**src/rtl/hc_parity_rx.sv**
```systemverilog
// hc_parity_rx -- bit-serial UART-style frame receiver with XOR parity check.
//
// Receives start / DATA_W data bits (LSB first) / optional parity / stop
// frames on RXD, oversampled OVERSAMPLE times per bit and sampled mid-bit.
// The received word and its error flags are presented in parallel.
//
// Optional feature macro: HC_RX_PARITY_BIT_EN
//   defined     : frame carries a parity bit, checked against ODD_PARITY.
//   not defined : no parity bit in the frame, PERR tied to 0.
//
// Ports:
//   CLK    in   system clock, rising edge
//   RST    in   synchronous reset, active-high
//   RXD    in   serial line, idles high, asynchronous to CLK
//   DOUT   out  last received data word (held until next VALID)
//   VALID  out  one-cycle pulse when a frame completes
//   PERR   out  parity error flag for the frame reported by VALID
//   FERR   out  framing error flag (stop bit sampled 0)
//   BUSY   out  high whenever the receiver is not idle

module hc_parity_rx #(
    parameter int DATA_W     = 8,
    parameter int OVERSAMPLE = 16,
    parameter int ODD_PARITY = 0
) (
    input  logic              CLK,
    input  logic              RST,
    input  logic              RXD,
    output logic [DATA_W-1:0] DOUT,
    output logic              VALID,
    output logic              PERR,
    output logic              FERR,
    output logic              BUSY
);

    localparam int SCW = $clog2(OVERSAMPLE);
    localparam int BCW = $clog2(DATA_W);

    localparam logic [SCW-1:0] MID_CNT  = SCW'(OVERSAMPLE / 2 - 1);
    localparam logic [SCW-1:0] LAST_CNT = SCW'(OVERSAMPLE - 1);
    localparam logic [BCW-1:0] LAST_BIT = BCW'(DATA_W - 1);

    typedef enum logic [2:0] {
        S_IDLE,
        S_START,
        S_DATA,
`ifdef HC_RX_PARITY_BIT_EN
        S_PARITY,
`endif
        S_STOP,
        S_BREAK
    } state_t;

    // Two-flop synchroniser; reset to the idle line level so a low RXD
    // during reset cannot look like a start bit afterwards.
    logic r_rx_meta;
    logic r_rxs;

    always_ff @(posedge CLK) begin
        if (RST) begin
            r_rx_meta <= 1'b1;
            r_rxs     <= 1'b1;
        end else begin
            r_rx_meta <= RXD;
            r_rxs     <= r_rx_meta;
        end
    end

    state_t            r_state;
    logic [SCW-1:0]    r_sample_cnt;
    logic [BCW-1:0]    r_bit_cnt;
    logic [DATA_W-1:0] r_shift;
    logic [DATA_W-1:0] r_dout;
    logic              r_valid;
    logic              r_ferr;
    logic              r_busy;
`ifdef HC_RX_PARITY_BIT_EN
    logic              r_par_err;
    logic              r_perr;
`endif

    always_ff @(posedge CLK) begin
        if (RST) begin
            r_state      <= S_IDLE;
            r_sample_cnt <= '0;
            r_bit_cnt    <= '0;
            r_shift      <= '0;
            r_dout       <= '0;
            r_valid      <= 1'b0;
            r_ferr       <= 1'b0;
            r_busy       <= 1'b0;
`ifdef HC_RX_PARITY_BIT_EN
            r_par_err    <= 1'b0;
            r_perr       <= 1'b0;
`endif
        end else begin
            r_valid <= 1'b0;
            case (r_state)
                S_IDLE: begin
                    if (!r_rxs) begin
                        r_sample_cnt <= '0;
                        r_bit_cnt    <= '0;
                        r_busy       <= 1'b1;
                        r_state      <= S_START;
                    end
                end
                S_START: begin
                    if (r_sample_cnt == MID_CNT) begin
                        // Re-zero here so later samples land a full bit
                        // period apart, each at mid-bit.
                        r_sample_cnt <= '0;
                        if (r_rxs) begin
                            r_busy  <= 1'b0;
                            r_state <= S_IDLE;
                        end else begin
                            r_state <= S_DATA;
                        end
                    end else begin
                        r_sample_cnt <= r_sample_cnt + SCW'(1);
                    end
                end
                S_DATA: begin
                    if (r_sample_cnt == LAST_CNT) begin
                        r_sample_cnt <= '0;
                        r_shift      <= {r_rxs, r_shift[DATA_W-1:1]};
                        if (r_bit_cnt == LAST_BIT) begin
                            r_bit_cnt <= '0;
`ifdef HC_RX_PARITY_BIT_EN
                            r_state   <= S_PARITY;
`else
                            r_state   <= S_STOP;
`endif
                        end else begin
                            r_bit_cnt <= r_bit_cnt + BCW'(1);
                        end
                    end else begin
                        r_sample_cnt <= r_sample_cnt + SCW'(1);
                    end
                end
`ifdef HC_RX_PARITY_BIT_EN
                S_PARITY: begin
                    if (r_sample_cnt == LAST_CNT) begin
                        r_sample_cnt <= '0;
                        r_par_err    <= ((^r_shift) ^ r_rxs) != (ODD_PARITY != 0);
                        r_state      <= S_STOP;
                    end else begin
                        r_sample_cnt <= r_sample_cnt + SCW'(1);
                    end
                end
`endif
                S_STOP: begin
                    if (r_sample_cnt == LAST_CNT) begin
                        r_sample_cnt <= '0;
                        r_valid      <= 1'b1;
                        r_dout       <= r_shift;
                        r_ferr       <= ~r_rxs;
`ifdef HC_RX_PARITY_BIT_EN
                        r_perr       <= r_par_err;
`endif
                        // Leaving at mid stop bit lets a start edge that
                        // directly follows the stop bit be caught.
                        r_busy       <= ~r_rxs;
                        r_state      <= r_rxs ? S_IDLE : S_BREAK;
                    end else begin
                        r_sample_cnt <= r_sample_cnt + SCW'(1);
                    end
                end
                S_BREAK: begin
                    // Held-low line: wait for it to return high without
                    // looking for a new start bit.
                    if (r_rxs) begin
                        r_busy  <= 1'b0;
                        r_state <= S_IDLE;
                    end
                end
                default: begin
                    r_busy  <= 1'b0;
                    r_state <= S_IDLE;
                end
            endcase
        end
    end

    assign DOUT  = r_dout;
    assign VALID = r_valid;
    assign FERR  = r_ferr;
    assign BUSY  = r_busy;
`ifdef HC_RX_PARITY_BIT_EN
    assign PERR  = r_perr;
`else
    assign PERR  = 1'b0;
    // ODD_PARITY has no effect without a parity bit in the frame.
    wire w_unused_odd_parity = (ODD_PARITY != 0);
`endif

endmodule

```
**config.mk**
```make
export PLATFORM = sky130hd
export DESIGN_NAME = hc_parity_rx
export DESIGN_NICKNAME = d
export VERILOG_FILES = /design/src/rtl/hc_parity_rx.sv
export SDC_FILE = /design/constraint.sdc
export NUM_CORES = 1
export LEC_CHECK = 0
export ABC_AREA = 1
export ABC_CLOCK_PERIOD_IN_PS = 2000
export CORE_UTILIZATION = 45
export CTS_BUF_LIST = sky130_fd_sc_hd__clkbuf_16
export CTS_CLUSTER_DIAMETER = 100
export DETAILED_ROUTE_END_ITERATION = 6
export DONT_BUFFER_PORTS = 1
export GPL_ROUTABILITY_DRIVEN = 0
export PLACE_DENSITY = 0.57
export REMOVE_ABC_BUFFERS = 1
export SLEW_MARGIN = 5
export SYNTH_ARGS = -nofsm -noshare
export SYNTH_HDL_FRONTEND = slang
export SYNTH_SLANG_ARGS = --single-unit
```
**constraint.sdc**
```tcl
create_clock -name CLK -period 2 [get_ports CLK]
set_clock_uncertainty 0.2 [all_clocks]
set_input_delay 0.5 -clock CLK [delete_from_list [all_inputs] [get_ports CLK]]
set_output_delay 0.5 -clock CLK [all_outputs]
set_load 0.02 [all_outputs]
```
==> qor.yml, run 1 <==
fill_cells: 266
die_h_um: 57.2
io_buffers: 0
yosys.area.top_type: "dfxtp_1"
place_hpwl_mm: 1.92
fin_util_pct: 54.4
ys_async_sr_fraction_pct: 0
status: "complete, but fails checks"
syn_inst: 183
p_per_area_nw_per_um2: 1290
postCtsSetupBuffers: 0
drive_above_1_share_pct: 15.1
clkSlewWorstSetupHoldPaths_ns: 0.05
routed_via_density: 5.19
slew_viol_final: 0
yosysTopAreaCellShare_pct: 45.2
placedCellCount: 208
tritoncts: "done"
root_buffer: "clkbuf_16"
yosys-mux-area-fraction_pct: 0
clock_latency_ns: 0.27
clock.fmax_mhz: 573
numCtsBuffers: 5
worst_ep_arrival_time_ns: 1.75
period_share_pct: 87.3
syn_area_sq_um: 1370
first_pass_iters: 6
r2r_cells: 7
cts.sinks: 31
core_area_sq_um: 2830
drtIter0Drc: 27
grt_use_total_pct: 19.5
yosysUniqueCellTypes: 28
grt_max_degree: 24
clk_path_buf_depth: 2
num_antenna_cells: 0
synth_most_common_cell: "nor2_1"
final_nets: 190
wire_per_inst_um: 12.6
synth_fa_ha_area_share_pct: 2.73
critPathKind: "reg2reg"
die_area_sq_um: 3280
wirelength_mm: 2.73
synth_edf_count: 0
synth_top_family_by_area: "simple AND/OR/NAND/NOR gates"
grt_first_pass_wirelength_mm: 4.69
synth_xor_area_share_pct: 0
slew_headroom_pct: 61.8
ys_ff_latch: 31
postRouteAntennaNets: 0
syn_to_final_growth_pct: 12.1
die_w_um: 57.2
ios: 15
period_needed_ns: 1.75
yosysWarnings: 0
setup_tns_ns: 0
crit_path_max_fanout: 11
synth_compound_area_share_pct: 13.1
ir_drop_mv: 0.626
antenna_found_initial: 0
grt-ovfl-total: 0
worst_slew_pin_slew_ns: 0.572
synth-seq-area-share_pct: 45.2
hold_class: "in2reg"
hold_violations: 0
leakage_uw: 0.000690
drc: 4
critPathLaunchType: "flip-flop"
fin_cells: 216
power_uw: 1980
cp-end-kind: "flip-flop"
yosys.area_share.simple_pct: 32.1
violations: "DRC"
cts_max_level: 2
synth_common_cells: "nor2_1, dfxtp_1, nand2_1, o21ai_0, a21oi_1"
hold_buffers: 0
required_ns: 2.01
rsz0062_at_grt: "no"
ctsResizeCount: 0
setup_viol: 0
rows: 19
via_count: 1122
synth-main-ff-cell: "dfxtp_1"
hold_path_depth: 1
syn_avg_cell_area_sq_um: 7.50
start_util_pct: 48.5
synth.area.top_cells: "dfxtp_1, nor2_1, nand2_1"
grt_pass1_vias: 1056
cap_violations: 0
## cell type report
cell class / instances / area (sq um) / area share (%)
Clock buffer: 5 / 125 / 8.13
Clock inverter: 3 / 38.8 / 2.52
Inverter: 13 / 51.3 / 3.33
Multi-Input combinational cell: 133 / 664 / 43.2
Sequential cell: 31 / 621 / 40.3
Tap cell: 31 / 38.8 / 2.52
## placed cells by master (no fill, tap or decap)
master and instances:
a21oi_1 10, a21oi_2 2, a31oi_1 2, and2_0 1, bufinv_16 1, clkbuf_16 5, clkinv_1 1, clkinv_2 1
conb_1 1, dfxtp_1 31, ha_1 3, inv_1 8, inv_2 4, inv_4 1, nand2_1 21, nand2_2 4
nand2_4 1, nand3_1 8, nand3_2 1, nand4_1 1, nor2_1 47, nor2_2 3, nor2_4 2, nor2_8 1
nor3_1 3, o21ai_0 16, o21ai_1 4, or2_2 2
## flip-flops by register name, summed over array words and instances (netlist names)
name	count
DOUT	8
r_shift	8
r_sample_cnt	4
r_bit_cnt	3
r_state	3
BUSY	1
FERR	1
VALID	1
r_rx_meta	1
r_rxs	1
## critical path, stage by stage, from the launching register on
cell     delay, ns
dfxtp_1       0.35
ha_1          0.24
nand2_1       0.11
nor2_1        0.22
nand2_2       0.21
inv_2         0.18
nor2_1        0.06
nor2_1        0.11
## through the flow
step	hold WS (ns)	instance area, sq um	setup WS [ns]
floorplan	0.189	1330	0.458
global placement	0.192	1370	0.277
detailed placement	0.198	1370	0.160
CTS	0.0794	1540	0.134
global route	0.0738	1540	0.0322
finish	0.0855	1540	0.254
## report_power, final
part / internal (uW) / total [uW] / switching [uW] / leakage [uW]
registers: 666 / 737 / 71.0 / 0.000251
logic: 146 / 405 / 259 / 0.000357
clock network: 579 / 837 / 258 / 0.0000812
## logic make-up (layout without fill, tap and decap cells)
kind of cell | after synthesis | after routing
other | 1 | 1
AOI/OAI and AO/OA | 34 | 34
DFF | 31 | 31
adders and majority gates | 3 | 3
and+or+nand+nor | 95 | 95
buffers and inverters | 19 | 21
## layer usage
layer	global-route usage, %	routed length [um]	share of wire (%)	up-vias
li1	-	-	-	588
met1	25.7	1350	50	504
met2	27.6	1160	42	25
met3	7.26	161	5.9	5
met4	10.5	53	1.9	0
met5	0	0	0	-
## final timing paths
kind / from / slack [ns] / endpoint
max: r_sample_cnt[0]$_SDFFE_PP0P_ / 0.25 / DOUT[4]$_SDFFE_PP0P_
min: RST / 0.09 / r_bit_cnt[0]$_SDFFE_PP0P_
max reg2reg: r_sample_cnt[0]$_SDFFE_PP0P_ / 0.25 / DOUT[4]$_SDFFE_PP0P_
min reg2reg: r_rx_meta$_SDFF_PP1_ / 0.21 / r_rxs$_SDFF_PP1_
(Power assumes the default switching activity.)
==> inputs of run 2 (changes only) <==
Settings changed: CELL_PAD_IN_SITES_DETAIL_PLACEMENT from default to 0, CELL_PAD_IN_SITES_GLOBAL_PLACEMENT from default to 1, CORE_UTILIZATION 45 to 44, MAX_ROUTING_LAYER from default to met4, PLACE_DENSITY 0.57 to 0.73.
==> run 2 against run 1 <==
Effect of this change:
- the run still ends with DRC left
- sequential power hardly changed
- final area is 0.32% higher
- first-iteration DRC count is 19% lower
- flip-flop and latch count stayed put
- cell count is 0.46% higher
==> qor.yml, run 2 (synthesis gave the netlist of run 1 again) <==
ctsResizeCount: 0  # unchanged
die_h_um: 57.9  # was 57.2 um
setup_viol: 0  # unchanged
cts_max_level: 2  # unchanged
hold_violations: 0  # unchanged
leakage_uw: 0.000693  # was 0.000690 uW
clkSlewWorstSetupHoldPaths_ns: 0.05  # about the same
grt_max_degree: 20  # was 24
die_area_sq_um: 3350  # was 3280 sq um
period_needed_ns: 1.76  # was 1.75 ns
clk_path_buf_depth: 2  # unchanged
crit_path_max_incr_delay_ns: 0.35  # about the same
reg2reg_slack_ns: 0.24  # was 0.25 ns
antenna_found_initial: 0  # unchanged
cap_violations: 0  # unchanged
routed_via_density: 5.08  # was 5.19
grt_use_total_pct: 18.7  # was 19.5%
hold_class: "in2reg"  # unchanged
grt-ovfl-total: 0  # unchanged
cp.depth: 6  # was 7
r2r_cells: 6  # was 7
crit_chain: "ha_1, nand2_1, nor2_1, nand2_1, o21ai_0, nor2_1"  # was ha_1, nand2_1, nor2_1, nand2_2, inv_2, nor2_1, nor2_1
drtIter0Drc: 22  # was 27
via_count: 1103  # was 1,122
crit_buf_inv: 0  # was 1
fin_util_pct: 54.1  # was 54.4%
crit_path_max_fanout: 11  # unchanged
first_pass_iters: 6  # unchanged
crit_family: "simple AND/OR/NAND/NOR gates"  # unchanged
setup_tns_ns: 0  # unchanged
drc: 3  # was 4
layout_common_cells: "nor2_1, dfxtp_1, nand2_1, o21ai_0, a21oi_1"  # unchanged
seqPwrFrac_pct: 37.5  # was 37.2%
fin_cells: 217  # was 216
rr_startpoint: "r_sample_cnt[1]$_SDFFE_PP0P_"  # was r_sample_cnt[0]$_SDFFE_PP0P_
postRouteAntennaNets: 0  # unchanged
status: "complete, but fails checks"  # unchanged
critPathKind: "reg2reg"  # unchanged
ir_drop_mv: 0.605  # was 0.626 mV
cts.sinks: 31  # unchanged
cp-end-kind: "flip-flop"  # unchanged
switching_share_pct: 29.6  # was 29.7%
place_hpwl_mm: 1.95  # was 1.92 mm
fill_cells: 291  # was 266
rsz0062_at_grt: "no"  # unchanged
wirelength_mm: 2.67  # was 2.73 mm
grt_pass1_vias: 1064  # was 1,056
violations: "DRC"  # unchanged
cp_slowest_cell: "dfxtp_1"  # unchanged
placedCellCount: 209  # was 208
rows: 19  # unchanged
regToRegEndpoint: "DOUT[6]$_SDFFE_PP0P_"  # was DOUT[4]$_SDFFE_PP0P_
die_w_um: 57.9  # was 57.2 um
worst_ep_arrival_time_ns: 1.72  # was 1.75 ns
power_switching_uw: 584  # was 588 uW
numCtsBuffers: 5  # unchanged
root_buffer: "clkbuf_16"  # unchanged
drive_above_1_share_pct: 15.1  # about the same
cp-endpoint: "DOUT[6]$_SDFFE_PP0P_"  # was DOUT[4]$_SDFFE_PP0P_
tritoncts: "done"  # unchanged
p_per_area_nw_per_um2: 1280  # was 1290 nW/um^2
slew_viol_final: 0  # unchanged
combPwrFrac_pct: 20.8  # was 20.5%
clock.fmax_mhz: 568  # was 573 MHz
num_antenna_cells: 0  # unchanged
io_buffers: 0  # unchanged
period_share_pct: 88.1  # was 87.3%
critPathLaunchType: "flip-flop"  # unchanged
final_nets: 191  # was 190
wire_per_inst_um: 12.3  # was 12.6 um
p_int_uw: 1390  # about the same
crit_start: "r_sample_cnt[1]$_SDFFE_PP0P_"  # was r_sample_cnt[0]$_SDFFE_PP0P_
grt_first_pass_wirelength_mm: 4.54  # was 4.69 mm
power.share.clock_pct: 41.7  # was 42.3%
clock_latency_ns: 0.27  # about the same
start_util_pct: 48.1  # was 48.5%
final_common_cell: "nor2_1"  # unchanged
required_ns: 1.96  # was 2.01 ns
postCtsSetupBuffers: 0  # unchanged
ios: 15  # unchanged
core_area_sq_um: 2850  # was 2830 sq um
syn_to_final_growth_pct: 12.5  # was 12.1%
hold_buffers: 0  # unchanged
[run 2: changes by cell type in the layout (fill, tap and decap cells not counted)]
cell and change:
buf_4 +1, nand2_1 +1, nand2_2 -1
[run 2: layout make-up]
class / instances / area [sq um] / share of cell area [%]
tap: 31 / 38.8 / 2.51
inverter: 13 / 51.3 / 3.32
sequential: 31 / 621 / 40.2
timing repair buffer: 1 / 7.51 / 0.486
multi-input combinational: 133 / 662 / 42.9
clock buffer: 5 / 125 / 8.10
clock inverter: 3 / 38.8 / 2.51
[run 2: worst min-delay path by stage]
stage                    startpoint  cells after the start  slack, ns                   endpoint
4_1_cts                         RST                      1       0.09  r_bit_cnt[0]$_SDFFE_PP0P_
6_report                        RST                      1       0.09    r_state[2]$_SDFFE_PP0P_
3_5_place_dp   r_rx_meta$_SDFF_PP1_                      1       0.20           r_rxs$_SDFF_PP1_
3_3_place_gp   r_rx_meta$_SDFF_PP1_                      1       0.20           r_rxs$_SDFF_PP1_
5_1_grt                         RST                      1       0.09           VALID$_SDFF_PP0_
2_1_floorplan  r_rx_meta$_SDFF_PP1_                      1       0.19           r_rxs$_SDFF_PP1_
[run 2: per-layer routing]
| metal | GRT usage, % | vias up | wire [um] |
|---|---|---|---|
| met3 | 4.24 | 4 | 89 |
| li1 | - | 587 | - |
| met1 | 20.1 | 494 | 1200 |
| met4 | 10.2 | 0 | 29 |
| met5 | - | - | 0 |
| met2 | 31.9 | 18 | 1350 |
[run 2: power by group through the flow]
stage | Combinational, uW | Clock [uW] | Sequential, uW
4_1_cts | 411 | 843 | 739
6_report | 411 | 825 | 740
3_3_place_gp | 405 | 0 | 750
5_1_grt | 466 | 874 | 747
2_1_floorplan | 336 | 0 | 737
3_5_place_dp | 408 | 0 | 751
[run 2: metrics by stage]
stage | hold slack (ns) | setup slack, ns | area, sq um | power (uW)
6_report | 0.0910 | 0.239 | 1540 | 1980
4_1_cts | 0.0858 | 0.208 | 1540 | 1990
3_5_place_dp | 0.201 | 0.218 | 1380 | 1160
2_1_floorplan | 0.189 | 0.458 | 1330 | 1070
3_3_place_gp | 0.201 | 0.242 | 1380 | 1160
5_1_grt | 0.0864 | 0.0751 | 1540 | 2090
==> inputs of run 3 (changes only) <==
Settings changed: HOLD_SLACK_MARGIN from default to 0.12.
==> run 3 against run 2 <==
Effect of this change:
- register-to-register slack hardly changed
- highest routed layer unchanged
- the flow still finishes with violations (DRC)
- clock power about the same
- core utilization increased by 0.35 points
- critical endpoint unchanged
- worst setup slack worse by 0.0058 ns
==> qor.yml, run 3 (synthesis gave the netlist of run 1 again) <==
status: "complete, but fails checks"  # unchanged
violations: "DRC"  # unchanged
layout_common_cells: "nor2_1, dfxtp_1, nand2_1, o21ai_0, a21oi_1"  # unchanged
hold_violations: 0  # unchanged
ir_drop_mv: 0.606  # was 0.605 mV
routed_via_density: 5.15  # was 5.08
rows: 19  # unchanged
place_hpwl_mm: 1.95  # unchanged
cp_slowest_cell: "dfxtp_1"  # unchanged
ctsResizeCount: 0  # unchanged
final_common_cell: "nor2_1"  # unchanged
power_switching_uw: 584  # about the same
grt_first_pass_wirelength_mm: 4.56  # was 4.54 mm
setup_viol: 0  # unchanged
tritoncts: "done"  # unchanged
syn_to_final_growth_pct: 13.2  # was 12.5%
start_util_pct: 48.1  # unchanged
die_w_um: 57.9  # unchanged
seqPwrFrac_pct: 37.5  # about the same
crit_path_max_fanout: 11  # unchanged
critPathLaunchType: "flip-flop"  # unchanged
switching_share_pct: 29.5  # was 29.6%
required_ns: 1.96  # about the same
setup_tns_ns: 0  # unchanged
antenna_found_initial: 0  # unchanged
postRouteAntennaNets: 0  # unchanged
p_int_uw: 1390  # about the same
clock.fmax_mhz: 566  # was 568 MHz
setup_ws_ns: 0.233  # was 0.239 ns
grt-ovfl-total: 0  # unchanged
io_buffers: 0  # unchanged
clock_latency_ns: 0.27  # about the same
drive_above_1_share_pct: 15.0  # was 15.1%
multi_input_comb_area_sq_um: 662  # unchanged
clk_path_buf_depth: 2  # unchanged
first_pass_iters: 7  # was 6
num_antenna_cells: 0  # unchanged
grt_pass1_vias: 1066  # was 1,064
drtIter0Drc: 25  # was 22
crit_buf_inv: 0  # unchanged
combPwrFrac_pct: 20.9  # was 20.8%
critPathKind: "reg2reg"  # unchanged
die_area_sq_um: 3350  # unchanged
wire_per_inst_um: 12.2  # was 12.3 um
p_per_area_nw_per_um2: 1270  # was 1280 nW/um^2
core_area_sq_um: 2850  # unchanged
use_met1_pct: 20.4  # was 20.1%
leakage_uw: 0.000698  # was 0.000693 uW
slew_viol_final: 0  # unchanged
ios: 15  # unchanged
numCtsBuffers: 5  # unchanged
clkSlewWorstSetupHoldPaths_ns: 0.05  # about the same
crit_family: "simple AND/OR/NAND/NOR gates"  # unchanged
wirelength_mm: 2.66  # was 2.67 mm
met3_usage_pct: 4.02  # was 4.24%
grt.busiest_layer: "met2"  # unchanged
drc: 3  # unchanged
period_share_pct: 88.4  # was 88.1%
regArea_sq_um: 621  # unchanged
die_h_um: 57.9  # unchanged
cap_violations: 0  # unchanged
root_buffer: "clkbuf_16"  # unchanged
via_count: 1123  # was 1,103
crit_path_max_incr_delay_ns: 0.35  # about the same
worst_ep_arrival_time_ns: 1.72  # about the same
grt_use_total_pct: 18.8  # was 18.7%
fin_util_pct: 54.5  # was 54.1%
period_needed_ns: 1.77  # was 1.76 ns
fill_cells: 290  # was 291
met2_usage_pct: 31.9  # unchanged
cts.sinks: 31  # unchanged
rsz0062_at_grt: "no"  # unchanged
crit_chain: "ha_1, nand2_1, nor2_1, nand2_1, o21ai_0, nor2_1"  # unchanged
grt_max_degree: 20  # unchanged
cp-end-kind: "flip-flop"  # unchanged
hold_class: "in2reg"  # unchanged
final_nets: 192  # was 191
cts_max_level: 2  # unchanged
power.share.clock_pct: 41.6  # was 41.7%
dp_slack_ns: 0.218  # unchanged
run 3: cell types whose count changed in the layout (fill, tap and decap cells not counted):
cell | previous run | this run
dlygate4sd3_1 | 0 | 1
run 3: worst reg2reg max path, delay by kind of cell (launching register included):
kind / cells / cell delay, ns
AND/OR/NAND/NOR: 4 / 0.61
AO/OA/AOI/OAI: 1 / 0.27
flip-flops: 1 / 0.35
adder cells (fa/ha/maj): 1 / 0.23
run 3: metal layers:
| metal | wire, um | up-vias |
|---|---|---|
| li1 | - | 590 |
| met1 | 1190 | 506 |
| met2 | 1340 | 23 |
| met3 | 99 | 4 |
| met4 | 29 | 0 |
| met5 | 0 | - |
run 3: layout make-up:
cell class / instances / share of cell area (%)
Clock buffer: 5 / 8.05
Inverter: 13 / 3.30
Multi-Input combinational cell: 133 / 42.6
Tap cell: 31 / 2.50
Clock inverter: 3 / 2.50
Sequential cell: 31 / 39.9
Timing Repair Buffer: 2 / 1.13
run 3: power by group through the flow:
stage	clock, uW	combinational, uW	sequential (uW)
after floorplan	0	336	737
after global placement	0	405	750
after detailed placement	0	408	751
after CTS	843	415	739
after global routing	874	471	747
final	823	414	741
run 3: path summary, 6_finish.rpt:
| kind | to | depth (start not counted) | start | slack [ns] |
|---|---|---|---|---|
| hold / removal | r_rx_meta$_SDFF_PP1_ | 1 | RXD | 0.13 |
| hold reg to reg | r_rxs$_SDFF_PP1_ | 1 | r_rx_meta$_SDFF_PP1_ | 0.21 |
| setup reg to reg | DOUT[6]$_SDFFE_PP0P_ | 6 | r_sample_cnt[1]$_SDFFE_PP0P_ | 0.23 |
| setup / recovery | DOUT[6]$_SDFFE_PP0P_ | 6 | r_sample_cnt[1]$_SDFFE_PP0P_ | 0.23 |
run 3: repair_timing:
action,4_1_cts,5_1_grt
buffers inserted,0,0
hold buffers,1,0
endpoints found under the hold margin,6,0
run 3: metrics by stage:
step	total power [uW]	std cells	instance area, sq um	hold WS (ns)
6_report	1980	218	1550	0.127
5_1_grt	2090	218	1550	0.123
3_3_place_gp	1160	209	1380	0.201
4_1_cts	2000	218	1550	0.123
2_1_floorplan	1070	177	1330	0.189
3_5_place_dp	1160	209	1380	0.201
